## src/rtl/mem_ctrl_if.sv

```systemverilog
// mem_ctrl_if: core request/response and memory bus signals of mem_ctrl.
// slave = controller side, master = core plus memory side.
`ifndef WORD_WIDTH
`define WORD_WIDTH 32
`endif

interface mem_ctrl_if #(
  parameter int W = `WORD_WIDTH
);
  logic         inst_req;
  logic [W-1:0] pc;
  logic [W-1:0] read_inst;
  logic         inst_done;
  logic         load_req;
  logic [W-1:0] l_addr;
  logic [W-1:0] l_data;
  logic         load_done;
  logic         store_req;
  logic [W-1:0] s_addr;
  logic [W-1:0] s_data;
  logic         store_done;
  logic         stall;
  logic         err;
  logic         mem_req;
  logic         mem_we;
  logic [W-1:0] mem_addr;
  logic [W-1:0] mem_wdata;
  logic         mem_ack;
  logic [W-1:0] mem_rdata;

  modport slave (
    input  inst_req, pc, load_req, l_addr,
    input  store_req, s_addr, s_data,
    input  mem_ack, mem_rdata,
    output read_inst, inst_done, l_data, load_done,
    output store_done, stall, err,
    output mem_req, mem_we, mem_addr, mem_wdata
  );

  modport master (
    output inst_req, pc, load_req, l_addr,
    output store_req, s_addr, s_data,
    output mem_ack, mem_rdata,
    input  read_inst, inst_done, l_data, load_done,
    input  store_done, stall, err,
    input  mem_req, mem_we, mem_addr, mem_wdata
  );
endinterface

```

## src/rtl/mem_ctrl.sv

```systemverilog
// mem_ctrl: arbitrates fetch/load/store onto one req/ack memory bus.
// MEM_CTRL_IBUF_EN adds a single-entry instruction buffer.
`ifndef WORD_WIDTH
`define WORD_WIDTH 32
`endif

module mem_ctrl #(
  parameter int W        = `WORD_WIDTH,
  parameter int MAX_WAIT = 16,
  parameter int CNT_W    = 5
) (
  input logic      clk,
  input logic      rst,
  mem_ctrl_if.slave bus
);

  typedef enum logic [1:0] {IDLE, BUSY, DONE} state_t;
  typedef enum logic [1:0] {T_INST, T_LOAD, T_STORE} kind_t;

  localparam logic [W-1:0] AMASK = {{(W-2){1'b1}}, 2'b00};
  localparam logic [CNT_W-1:0] WD_LAST = CNT_W'(MAX_WAIT - 1);

  state_t         state_q;
  kind_t          kind_q;
  logic [CNT_W-1:0] wd_q;
  logic           mem_req_q;
  logic           mem_we_q;
  logic [W-1:0]   mem_addr_q;
  logic [W-1:0]   mem_wdata_q;
  logic [W-1:0]   read_inst_q;
  logic [W-1:0]   l_data_q;
  logic           inst_done_q;
  logic           load_done_q;
  logic           store_done_q;
  logic           err_q;

  logic           gnt_st;
  logic           gnt_ld;
  logic           gnt_if;
  logic [W-1:0]   sel_addr;
  logic           ibuf_hit;

`ifdef MEM_CTRL_IBUF_EN
  logic           ibuf_vld_q;
  logic [W-3:0]   ibuf_tag_q;
  logic [W-1:0]   ibuf_data_q;
`endif

  // fixed-priority grant (store > load > fetch), one-hot
  always_comb begin
    gnt_st   = bus.store_req;
    gnt_ld   = bus.load_req & ~bus.store_req;
    gnt_if   = bus.inst_req & ~bus.load_req & ~bus.store_req;
    sel_addr = bus.pc;
    if (gnt_st)
      sel_addr = bus.s_addr;
    else if (gnt_ld)
      sel_addr = bus.l_addr;
    ibuf_hit = 1'b0;
`ifdef MEM_CTRL_IBUF_EN
    ibuf_hit = ibuf_vld_q && (ibuf_tag_q == bus.pc[W-1:2]);
`endif
  end

  // controller FSM with registered bus and response outputs
  always_ff @(posedge clk) begin
    if (!rst) begin
      state_q      <= IDLE;
      kind_q       <= T_INST;
      wd_q         <= '0;
      mem_req_q    <= 1'b0;
      mem_we_q     <= 1'b0;
      mem_addr_q   <= '0;
      mem_wdata_q  <= '0;
      read_inst_q  <= '0;
      l_data_q     <= '0;
      inst_done_q  <= 1'b0;
      load_done_q  <= 1'b0;
      store_done_q <= 1'b0;
      err_q        <= 1'b0;
`ifdef MEM_CTRL_IBUF_EN
      ibuf_vld_q   <= 1'b0;
      ibuf_tag_q   <= '0;
      ibuf_data_q  <= '0;
`endif
    end else begin
      inst_done_q  <= 1'b0;
      load_done_q  <= 1'b0;
      store_done_q <= 1'b0;
      err_q        <= 1'b0;
      unique case (state_q)
        IDLE: begin
          wd_q <= '0;
          unique case (1'b1)
            gnt_st: begin
              kind_q      <= T_STORE;
              mem_addr_q  <= sel_addr & AMASK;
              mem_wdata_q <= bus.s_data;
              mem_we_q    <= 1'b1;
              mem_req_q   <= 1'b1;
              state_q     <= BUSY;
            end
            gnt_ld: begin
              kind_q     <= T_LOAD;
              mem_addr_q <= sel_addr & AMASK;
              mem_we_q   <= 1'b0;
              mem_req_q  <= 1'b1;
              state_q    <= BUSY;
            end
            gnt_if: begin
              kind_q <= T_INST;
              if (ibuf_hit) begin
`ifdef MEM_CTRL_IBUF_EN
                read_inst_q <= ibuf_data_q;
`endif
                inst_done_q <= 1'b1;
                state_q     <= DONE;
              end else begin
                mem_addr_q <= sel_addr & AMASK;
                mem_we_q   <= 1'b0;
                mem_req_q  <= 1'b1;
                state_q    <= BUSY;
              end
            end
            default: ;
          endcase
        end
        BUSY: begin
          if (bus.mem_ack || wd_q == WD_LAST) begin
            mem_req_q <= 1'b0;
            mem_we_q  <= 1'b0;
            err_q     <= ~bus.mem_ack;
            state_q   <= DONE;
            unique case (kind_q)
              T_INST: begin
                read_inst_q <= bus.mem_ack ? bus.mem_rdata : '0;
                inst_done_q <= 1'b1;
`ifdef MEM_CTRL_IBUF_EN
                if (bus.mem_ack) begin
                  ibuf_vld_q  <= 1'b1;
                  ibuf_tag_q  <= mem_addr_q[W-1:2];
                  ibuf_data_q <= bus.mem_rdata;
                end
`endif
              end
              T_LOAD: begin
                l_data_q    <= bus.mem_ack ? bus.mem_rdata : '0;
                load_done_q <= 1'b1;
              end
              default: begin
                store_done_q <= 1'b1;
`ifdef MEM_CTRL_IBUF_EN
                if (!bus.mem_ack)
                  ibuf_vld_q <= 1'b0;
                else if (ibuf_tag_q == mem_addr_q[W-1:2])
                  ibuf_data_q <= mem_wdata_q;
`endif
              end
            endcase
          end else begin
            wd_q <= wd_q + CNT_W'(1);
          end
        end
        default: begin
          wd_q    <= '0;
          state_q <= IDLE;
        end
      endcase
    end
  end

  assign bus.mem_req    = mem_req_q;
  assign bus.mem_we     = mem_we_q;
  assign bus.mem_addr   = mem_addr_q;
  assign bus.mem_wdata  = mem_wdata_q;
  assign bus.read_inst  = read_inst_q;
  assign bus.l_data     = l_data_q;
  assign bus.inst_done  = inst_done_q;
  assign bus.load_done  = load_done_q;
  assign bus.store_done = store_done_q;
  assign bus.err        = err_q;
  assign bus.stall      = (bus.inst_req & ~inst_done_q)
                        | (bus.load_req & ~load_done_q)
                        | (bus.store_req & ~store_done_q);

endmodule
```

## src/flat_wrapper.sv

```systemverilog
// flat-port wrapper written by rule: the top's interface ports become plain ports
module mem_ctrl_flat 
#(
  parameter int W        = `WORD_WIDTH,
  parameter int MAX_WAIT = 16,
  parameter int CNT_W    = 5
)
  (clk, rst, bus_inst_req, bus_pc, bus_load_req, bus_l_addr, bus_store_req, bus_s_addr, bus_s_data, bus_mem_ack, bus_mem_rdata, bus_read_inst, bus_inst_done, bus_l_data, bus_load_done, bus_store_done, bus_stall, bus_err, bus_mem_req, bus_mem_we, bus_mem_addr, bus_mem_wdata);
  mem_ctrl_if #(.W(W)) bus_i ();
  input logic clk;
  input logic rst;
  input wire logic [$bits(bus_i.inst_req)-1:0] bus_inst_req;
  input wire logic [$bits(bus_i.pc)-1:0] bus_pc;
  input wire logic [$bits(bus_i.load_req)-1:0] bus_load_req;
  input wire logic [$bits(bus_i.l_addr)-1:0] bus_l_addr;
  input wire logic [$bits(bus_i.store_req)-1:0] bus_store_req;
  input wire logic [$bits(bus_i.s_addr)-1:0] bus_s_addr;
  input wire logic [$bits(bus_i.s_data)-1:0] bus_s_data;
  input wire logic [$bits(bus_i.mem_ack)-1:0] bus_mem_ack;
  input wire logic [$bits(bus_i.mem_rdata)-1:0] bus_mem_rdata;
  output wire logic [$bits(bus_i.read_inst)-1:0] bus_read_inst;
  output wire logic [$bits(bus_i.inst_done)-1:0] bus_inst_done;
  output wire logic [$bits(bus_i.l_data)-1:0] bus_l_data;
  output wire logic [$bits(bus_i.load_done)-1:0] bus_load_done;
  output wire logic [$bits(bus_i.store_done)-1:0] bus_store_done;
  output wire logic [$bits(bus_i.stall)-1:0] bus_stall;
  output wire logic [$bits(bus_i.err)-1:0] bus_err;
  output wire logic [$bits(bus_i.mem_req)-1:0] bus_mem_req;
  output wire logic [$bits(bus_i.mem_we)-1:0] bus_mem_we;
  output wire logic [$bits(bus_i.mem_addr)-1:0] bus_mem_addr;
  output wire logic [$bits(bus_i.mem_wdata)-1:0] bus_mem_wdata;
  assign bus_i.inst_req = bus_inst_req;
  assign bus_i.pc = bus_pc;
  assign bus_i.load_req = bus_load_req;
  assign bus_i.l_addr = bus_l_addr;
  assign bus_i.store_req = bus_store_req;
  assign bus_i.s_addr = bus_s_addr;
  assign bus_i.s_data = bus_s_data;
  assign bus_i.mem_ack = bus_mem_ack;
  assign bus_i.mem_rdata = bus_mem_rdata;
  assign bus_read_inst = bus_i.read_inst;
  assign bus_inst_done = bus_i.inst_done;
  assign bus_l_data = bus_i.l_data;
  assign bus_load_done = bus_i.load_done;
  assign bus_store_done = bus_i.store_done;
  assign bus_stall = bus_i.stall;
  assign bus_err = bus_i.err;
  assign bus_mem_req = bus_i.mem_req;
  assign bus_mem_we = bus_i.mem_we;
  assign bus_mem_addr = bus_i.mem_addr;
  assign bus_mem_wdata = bus_i.mem_wdata;
  mem_ctrl #(.W(W), .MAX_WAIT(MAX_WAIT), .CNT_W(CNT_W)) u_core (.clk(clk), .rst(rst), .bus(bus_i));
endmodule
```

## config.mk

```make
export PLATFORM = sky130hd
export DESIGN_NAME = mem_ctrl_flat
export DESIGN_NICKNAME = d
export VERILOG_FILES = /design/src/rtl/mem_ctrl_if.sv /design/src/rtl/mem_ctrl.sv /design/src/flat_wrapper.sv
export SDC_FILE = /design/constraint.sdc
export NUM_CORES = 1
export LEC_CHECK = 0
export ABC_AREA = 1
export ABC_CLOCK_PERIOD_IN_PS = 3100
export BUFFER_PORTS_ARGS = -buffer_cell sky130_fd_sc_hd__buf_2
export CAP_MARGIN = 10
export CORE_AREA = 2 2 116 118
export CTS_CLUSTER_DIAMETER = 30
export DETAILED_ROUTE_END_ITERATION = 10
export DIE_AREA = 0 0 118 120
export PLACE_DENSITY = 0.84
export SLEW_MARGIN = 20
export SYNTH_ARGS = -nofsm -noshare
export SYNTH_HDL_FRONTEND = slang
export SYNTH_SLANG_ARGS = --single-unit
export TNS_END_PERCENT = 10
```

## constraint.sdc

```tcl
create_clock -name clk -period 3.1 [get_ports clk]
set_input_delay 0.62 -clock clk [delete_from_list [all_inputs] [get_ports clk]]
set_output_delay 0.62 -clock clk [all_outputs]
set_load 0.02 [all_outputs]
```

### Yosys cells after proc, flatten, opt, wreduce, memory -nomap -nowiden

Index checks and enable logic that the tools add are counted.

* add/sub/neg operators: 1
* eq/ne operators: 6
* multiplexer cells: 15
* bitwise operators: 14
* reductions and logical operators: 18

Operators by type and width (count)
* 2-to-1 mux 32 bit: 3
* AND reduction 3 bit: 5
* AND reduction 2 bit: 5
* AND 1 bit: 6
* inverter 1 bit: 6
* one-hot mux 1 bit (2 select lines): 3
* one-hot mux 2 bit (3 select lines): 1
* adder 5 x 1 -> 5 bit (second input constant): 1
* equality test 5 x 4 -> 1 bit (second input constant): 1
* 2-to-1 mux 1 bit: 5
* equality test 2 x 1 -> 1 bit (second input constant): 2
* logical NOT 2 bit: 2
* 2-to-1 mux 2 bit: 2
* one-hot mux 2 bit (2 select lines): 1
* OR reduction 2 bit: 2
* inequality test 3 bit (second input constant): 1
* nonzero test 3 bit: 1
* OR reduction 3 bit: 1
* inequality test 2 x 1 -> 1 bit (second input constant): 1
* inequality test 2 bit (second input constant): 1
* OR 1 bit: 2
* nonzero test 2 bit: 1
* logical OR 1 bit: 1

* bits in registers: 141
* input bits: 166
* output and inout port bits: 135
* logic and storage cells: 67

### Logic depth before layout (Yosys ltp)

* word-level depth: 6
* depth in mapped cells: 12
* gate-level depth less buffers: 11

### Worst setup path after synthesis

Ideal clock, no wire load.

* kind: input port to output port
* from: input port bus_store_req
* to: output port bus_stall
* arrival time: 1.428 ns
* data required time: 2.480 ns
* setup slack: 1.052 ns
* stages: 4
* buffers on the path: 2
* cells stage by stage: buf_4 -> clkbuf_1 -> inv_1 -> o21bai_1

* longest elaborated chain between the ends: 2

Ends and longest elaborated chain
* from (decl): line flat_wrapper.sv:16 `input wire logic [$bits(bus_i.store_req)-1:0] bus_store_req;`
* AND 1 bit: line mem_ctrl.sv:184 `| (bus.store_req & ~store_done_q);`
* OR 1 bit: line mem_ctrl.sv:184
* to (decl): line flat_wrapper.sv:26 `output wire logic [$bits(bus_i.stall)-1:0] bus_stall;`

No other way between the ends.

### Final worst setup path

* from: register u_core.wd_q[0]
* to: register u_core.read_inst_q[14] (netlist: u_core.bus.read_inst[14])

* longest elaborated chain between the ends: 3

Ends and longest elaborated chain
* from (decl): line mem_ctrl.sv:25 `logic [CNT_W-1:0] wd_q;`
* from (signal assigned): line mem_ctrl.sv:161 `wd_q <= wd_q + CNT_W'(1);`
* equality test 5 x 4 -> 1 bit: line mem_ctrl.sv:129 `if (bus.mem_ack || wd_q == WD_LAST) begin`
* logical OR 1 bit: line mem_ctrl.sv:129
* AND reduction 3 bit (no source line)
* to (signal assigned): line mem_ctrl.sv:136 `read_inst_q <= bus.mem_ack ? bus.mem_rdata : '0;`
* to (decl): line mem_ctrl.sv:30 `logic [W-1:0] read_inst_q;`

No other way between the ends.
A chain may end at the register's enable or synchronous reset.

==> out/qor.csv <==
metric,value,unit
CP most frequent cell,ha_1,
area delta synth->final,31.40,%
maxcap violations,0,
hold wc startpoint,bus_mem_rdata[27],
H-tree levels,4,
setup TNS,0,ns
"Clk Latency, worst-skew pair",0.41,ns
DP Area,7729,µm²
Worst setup SP type,flip-flop,
Die Wd,118,µm
cells taking the most area after synthesis,"dfxtp_1 45%, nand2_1 19%, nor2_1 14%",
Post-CTS Repair Setup Buffers,0,
Die Span Y,120,µm
"critical path, cell by cell",ha_1 -> inv_1 -> nor3_1 -> ha_1 -> nor2_8 -> nor2_4 -> nand2_2 -> buf_12 -> a21oi_1 -> nor2_1,
Min-Delay Path Class,in -> reg,
fraction of layout cells with a size suffix above 1,27.48,%
Vias/cell,4.533,
crit path kind,reg -> reg,
Worst R2R Setup Slack,0.77,ns
crit-path max cell delay,0.40,ns
Fmax achieved,428.5,MHz
Post-CTS Hold Fix Bufs,0,
total CTS buffers,17,
actual slew at the worst max-slew pin,0.6288,ns
cell accounting for the most synthesized area,dfxtp_1,
most frequent cells after synthesis,"328 x nand2_1, 233 x nor2_1, 141 x dfxtp_1",
drt total wl,16250,µm
Yosys cell types,24,
post-synth top area share,44.58,%
antenna fix cells,0,
Worst R2R End,u_core.bus.read_inst[14],
CTS tree,built,
initial core utilization,48.78,%
number of synthesized flops with an enable pin,0,
leakage power total,4.598,nW
Post-Synthesis Cells,973,
Synth Area per Inst,6.507,µm²
FF/Latch Area,2823,µm²
Syn. warnings,0,
share of flip-flops with an asynchronous set or reset,0,%
GR Overflow Total,0,
initial antenna violation count,0,
via count,6455,
Final GP Congestion,0.8395,
status,finished clean,
Root Driver,clkbuf_16,
global-route wire length before repair,27230,µm
worst hold path depth,3,
CORE AREA,12980,µm²
crit path max fanout,34,
post-route clock period utilization,75.27,%
Pre-antenna DRT Iters,7,
"Slowest-stage cell, CP",dfxtp_1,
port buffer count,292,
dominant synthesized flop cell,dfxtp_1,
number of nets in the layout,1403,
total power,5.041,mW
drt wl/cell,11.41,µm
cell count of the worst reg-to-reg path,10,
"Seq/Total Area, Yosys",44.58,%
Total GRT Usage,23.55,%
Hold EP,u_core.bus.read_inst[27],
DRC,0,
final hold violations,0,
clk sinks,141,
Layout fillers,1247,
most frequent cell after synthesis,nand2_1,
vias in the first global route,6104,
CP Data Arrival Time,2.63,ns
synthesis-stage register bit count,141,
clock tree buffer depth,2,
worst-case vdd ir drop,0.3560,mV
antenna-violating nets left,0,
# resized after CTS,0,
final setup fails,0,
Slew Limit Fails,0,
die area,14160,µm²
# rows,42,
footprint of the multi-input gates,2776,µm²
Slew headroom,58.08,%
pin count of the biggest net entering global routing,88,
HPWL Detailed,11870,µm
Iteration-0 DRC Markers,387,
RSZ-0062 raised after global routing,false,
register clock-pin slew on the reported worst setup and hold paths,0.06,ns
CP required,3.40,ns
area of the mapped netlist,6331,µm²
design area,8319,µm²
io pins,301,
PD cells,605.9,nW/µm²
Worst Clk Skew,0.008525,ns
CP Capture Type,flip-flop,
startpoint of the worst register-to-register path,u_core.wd_q[0],
clock period minus worst slack,2.333,ns
final cells by class:
type / instances / area share (%)
flip-flops and latches: 141 / 33.93
well taps: 176 / 2.647
clock inverters: 13 / 1.654
inverters: 96 / 4.331
repair buffers: 300 / 18.62
clock buffers: 19 / 5.444
multi-input cells: 679 / 33.37
metal layers:
layer | vias up | global-route usage, % | part of all wire, %
met5 | - | 0 | 0
met4 | 0 | 13.18 | 3.8
met1 | 2752 | 27.46 | 43
met2 | 228 | 39.32 | 47
li1 | 3428 | - | -
met3 | 47 | 6.274 | 6.2
where the power goes:
group	internal [mW]	switching, mW	total (mW)	leakage (nW)
Sequential	1.97	0.0707	2.04	1.16
Combinational	0.356	0.646	1.00	3.16
Clock	1.23	0.771	2.00	0.286
flip-flops by register name, indices dropped and copies added, names as in the netlist:
signal	count
u_core.state_q	2
u_core.bus.mem_we	1
u_core.bus.load_done	1
u_core.bus.err	1
u_core.wd_q	5
u_core.bus.store_done	1
u_core.bus.mem_wdata	32
u_core.kind_q	2
u_core.bus.read_inst	32
u_core.bus.l_data	32
u_core.bus.mem_req	1
u_core.bus.mem_addr	30
u_core.bus.inst_done	1
stage by stage:
stage	std cells	hold slack, ns	worst slack [ns]	util (%)
2_1_floorplan	974	0.4376	1.052	-
4_1_cts	1424	0.4347	0.7340	64.09
3_3_place_gp	1392	0.4479	0.8443	59.54
5_1_grt	1424	0.4434	0.5688	64.09
6_report	1424	0.4527	0.7665	64.09
3_5_place_dp	1392	0.4573	0.7529	59.54
critical path, delay by kind of cell (launching register included):
kind	cells	cell delay [ns]
adder cells (fa/ha/maj)	2	0.53
AND/OR/NAND/NOR	5	0.75
AO/OA/AOI/OAI	1	0.15
flip-flops	1	0.40
buffers and inverters	2	0.37
cells in the final DEF, fill, tap and decap left out, types with 2 or more instances in the layout:
cell | synthesis | final
buf_12 | 0 | 2
nand3_1 | 32 | 32
o21ai_0 | 33 | 33
nor2_8 | 2 | 2
nor2_4 | 2 | 2
inv_6 | 0 | 3
nand2_4 | 2 | 2
nor2_1 | 233 | 232
ha_1 | 2 | 2
nand2_1 | 328 | 327
clkinv_2 | 0 | 4
inv_2 | 2 | 2
clkbuf_16 | 0 | 17
nand2_2 | 1 | 2
o22ai_1 | 2 | 2
nor3_1 | 3 | 3
conb_1 | 1 | 2
buf_2 | 19 | 291
inv_1 | 94 | 94
buf_4 | 9 | 7
dfxtp_1 | 141 | 141
a21oi_1 | 34 | 34
clkbuf_8 | 0 | 2
clkinvlp_4 | 0 | 3
bufinv_16 | 0 | 2
worst max path at each step:
stage	slack (ns)	depth (start not counted)	to	startpoint
floorplan	1.05	4	bus_stall	bus_store_req
global placement	0.84	10	u_core.bus.read_inst[14]	u_core.wd_q[0]
detailed placement	0.75	10	u_core.bus.read_inst[14]	u_core.wd_q[0]
CTS	0.73	10	u_core.bus.read_inst[14]	u_core.wd_q[0]
global route	0.57	10	u_core.bus.read_inst[14]	u_core.wd_q[0]
finish	0.77	10	u_core.bus.read_inst[14]	u_core.wd_q[0]
logic make-up after synthesis:
family	count (synthesis)	share of synthesized area, %
and+or+nand+nor	604	37.57
DFF	141	44.59
adders and majority gates	2	0.3952
other	1	0.05923
buffers and inverters	154	11.70
AOI/OAI and AO/OA	71	5.692
Note: power is estimated with default switching activity, not from simulation.
